===== src/rtl/count_checker_pkg.sv =====
// count_checker_pkg: shared types and constants for the down-counter checker.
// Holds the FSM state enum, counter widths, error saturation limit and the
// active-low 7-segment patterns (bit 0 = a ... bit 6 = g).
package count_checker_pkg;

  localparam int CNT_W = 4;

  localparam logic [CNT_W-1:0] ERR_MAX = 4'd15;

  localparam logic [6:0] SEG_BLANK = 7'h7F;

  typedef enum logic [1:0] {
    SYNC  = 2'd0,
    TRACK = 2'd1,
    FAULT = 2'd2
  } state_e;

  // Active-low patterns for hex digits 0..F.
  localparam logic [6:0] SEG_LUT [16] = '{
    7'h40, 7'h79, 7'h24, 7'h30,
    7'h19, 7'h12, 7'h02, 7'h78,
    7'h00, 7'h10, 7'h08, 7'h03,
    7'h46, 7'h21, 7'h06, 7'h0E
  };

  function automatic logic [6:0] seg_of(input logic [CNT_W-1:0] digit);
    return SEG_LUT[digit];
  endfunction

endpackage


===== src/rtl/count_checker_seg7_decode.sv =====
// seg7_decode: combinational 4-bit to active-low 7-segment decoder.
module seg7_decode
  import count_checker_pkg::*;
(
  input  logic [CNT_W-1:0] digit_i,
  output logic [6:0]       seg_o
);

  // Straight table lookup, no blanking here; the caller decides when to blank.
  always_comb begin
    seg_o = seg_of(digit_i);
  end

endmodule


===== config.mk =====
export PLATFORM = sky130hd
export DESIGN_NAME = seg7_decode
export DESIGN_NICKNAME = d
export VERILOG_FILES = /design/src/rtl/count_checker_pkg.sv /design/src/rtl/count_checker_seg7_decode.sv
export SDC_FILE = /design/constraint.sdc
export NUM_CORES = 1
export LEC_CHECK = 0
export CORE_AREA = 2 2 39 41
export DETAILED_ROUTE_END_ITERATION = 10
export DIE_AREA = 0 0 41 43
export PLACE_DENSITY_LB_ADDON = 0.15
export SYNTH_ARGS = -nofsm -noshare
export SYNTH_HDL_FRONTEND = slang
export SYNTH_SLANG_ARGS = --single-unit

===== constraint.sdc =====
create_clock -name vclk -period 3.72
set_clock_uncertainty 0.2 [all_clocks]
set_input_delay 0.558 -clock vclk [all_inputs]
set_output_delay 0.558 -clock vclk [all_outputs]
set_load 0.005 [all_outputs]

==> impl_metrics.toml <==
[finish]
instances_no_fill = 58
insertedDiodeCount = 0
most-common-layout-cells = "sky130_fd_sc_hd__clkdlybuf4s50_1 (11), sky130_fd_sc_hd__ha_1 (7), sky130_fd_sc_hd__nor2_1 (5)"
nFillCells = 148
multi_input_comb_area_sq_um = 248
fin_nets = 55
drive_gt1_share_pct = 7.14
final_util_pct = 28.7
final_area_sq_um = 397
seq_area_sq_um = 0
final.clkbuf_count = 0
seq_cells = 0
areaGrowthSynthToFinish_pct = 44.1
layout_commonest_cell = "sky130_fd_sc_hd__clkdlybuf4s50_1"

[grt]
grt_first_pass_wirelength_um = 779
grt_met1_usage_pct = 8.60
grt_pass1_vias = 188
globalRouteTotalUtil_pct = 5.71
groute.layer.met2.usage_pct = 9.38
global_route.overflow_total = 0
groute.layer.met3.usage_pct = 0
antenna_violations_before_repair = 0
layer_with_the_highest_usage = "met2"
grt_start_max_net_pins = 12

[placed_design]
port_buffers = 11
detailedPlacementHpwl_um = 428
numPlacedInstances = 58
detailedPlace.worstSlack_ps = 357
replace_congestion = 0.760
placement.cell_area_sq_um = 397

[worst_setup_path]
path_max_fanout = 5
critPathCaptureType = "output pin"
worst-endpoint-required_ps = 2960
worst_setup_path_start_kind = "input pin"
worstSetupStartpoint = "digit_i[1]"
worstSetupPathType = "in -> out"
worstPathArrival_ps = 2600

[synthesis]
syn_avg_cell_area_sq_um = 8.60
yosys.area.top_type = "sky130_fd_sc_hd__ha_1"
synth_simple_gate_area_share_pct = 14.5
syn-num-nets = 43
synth.yosys.seq_area_share_pct = 0
post_synth_xor_area_fraction_pct = 0
synthCells = 32
synth-compound-area-share_pct = 15.5
synth.distinct_cells = 15
yosys_warnings = 0
post_synth_fa_ha_maj_area_fraction_pct = 31.8
synth_area_sq_um = 275
synth.mux.area_fraction_pct = 28.2
synth.top_cells.by_area = "sky130_fd_sc_hd__ha_1 (32%), sky130_fd_sc_hd__mux2i_1 (15%), sky130_fd_sc_hd__mux4_1 (9.5%), sky130_fd_sc_hd__nor2_1 (6.8%), sky130_fd_sc_hd__a22o_1 (6.4%)"
synth_top_family_by_area = "adder cells"
synth_top_area_share_pct = 31.8

[die]
floorplan.io_pins = 11
row_count = 14
placeableCoreArea_sq_um = 1380
initial_utilization_pct = 19.9
fp.dieW_um = 41
height_of_the_die_um = 43
die_area_sq_um = 1760

[power_and_ir_drop]
share_clk_of_total_power_pct = 0
switching_share_pct = 39.1
p_leak_uw = 0.000189
share_comb_of_total_power_pct = 100.0
maximum_vdd_drop_mv = 0.0208
netSwitchingPower_uw = 16.9
power.density_cell_area_nw_per_um2 = 109
internal_power_uw = 26.3
power.share.sequential_pct = 0

[drt]
drt-total-wl_um = 511
route.detailed.drc = 0
viasPerCell = 4.26
route.vias.total = 247
drtIter0Drc = 0
detail-route-antenna-nets = 0
detail_route.wl_per_cell_um = 8.81
drt_pass1_iterations = 1

[sta]
setup_slack_ps = 363
max_clock_freq_mhz = 298
final-hold-violation-count = 0
rsz0062_at_grt = "no"
tightest_slew_ps = 329
maxSlewHeadroom_pct = 78.0
finalMaxSlewViolations = 0
final_min_period_over_clock_period_pct = 90.2
final-setup-viol-count = 0
period_needed_ps = 3360
fin_setup_tns_ps = 0

[hold_path]
whs_path_depth = 4
min-delay-path-class = "in -> out"
min_from = "digit_i[2]"

[cts]
post-cts-setup-buffers = 0
hold_fix_buffers_at_cts = 0
cts_resized = 0

[status]
outcome = "finished clean"

[job]
max_cap_violations = 0
## worst max-delay path, cell delays in order
cell                              delay (ps)
sky130_fd_sc_hd__clkdlybuf4s50_1         490
sky130_fd_sc_hd__inv_1                   180
sky130_fd_sc_hd__ha_1                    200
sky130_fd_sc_hd__and2b_2                 230
sky130_fd_sc_hd__or3b_1                  360
sky130_fd_sc_hd__o21ai_0                  70
sky130_fd_sc_hd__clkdlybuf4s50_1         520
## synth_stat cells
| library cell | count |
|---|---|
| sky130_fd_sc_hd__mux2_2 | 1 |
| sky130_fd_sc_hd__inv_1 | 3 |
| sky130_fd_sc_hd__mux4_1 | 1 |
| sky130_fd_sc_hd__nand2_1 | 1 |
| sky130_fd_sc_hd__a21oi_1 | 1 |
| sky130_fd_sc_hd__mux2i_1 | 4 |
| sky130_fd_sc_hd__a22o_1 | 2 |
| sky130_fd_sc_hd__or3b_1 | 1 |
| sky130_fd_sc_hd__o21ai_0 | 2 |
| sky130_fd_sc_hd__and2b_2 | 1 |
| sky130_fd_sc_hd__buf_2 | 1 |
| sky130_fd_sc_hd__nor2_1 | 5 |
| sky130_fd_sc_hd__ha_1 | 7 |
| sky130_fd_sc_hd__buf_6 | 1 |
| sky130_fd_sc_hd__a32o_1 | 1 |
## per-layer routing
metal | part of all wire (%) | wire length [um]
met1 | 48 | 246
met4 | 0 | 0
met5 | 0 | 0
met3 | 4.9 | 25
met2 | 47 | 239
## path summary, 6_finish.rpt
check                  end
setup / recovery  seg_o[0]
hold / removal    seg_o[4]
## layout make-up
cell class / count / area share [%]
inverters: 3 / 2.84
well taps: 16 / 5.05
repair buffers: 12 / 29.7
multi-input cells: 27 / 62.5
## cell families (layout without fill, tap and decap cells)
logic type               Yosys count  after routing
AND/OR/NAND/NOR                    8              8
adder cells (fa/ha/maj)            7              7
AO/OA/AOI/OAI                      6              6
multiplexers                       6              6
buffers and inverters              5             15
## power by group through the flow
| stage | Sequential, uW | Clock, uW | Combinational [uW] |
|---|---|---|---|
| floorplan | 0 | 0 | 22.4 |
| global placement | 0 | 0 | 43.8 |
| detailed placement | 0 | 0 | 43.8 |
| CTS | 0 | 0 | 43.9 |
| global route | 0 | 0 | 47.9 |
| finish | 0 | 0 | 43.2 |
## through the flow
stage	total power, uW	hold slack (ps)
after global placement	43.8	2120
after CTS	43.9	2140
final	43.2	2120
after floorplan	22.4	1060
after detailed placement	43.8	2130
after global routing	47.9	2190
(Power assumes the default switching activity.)
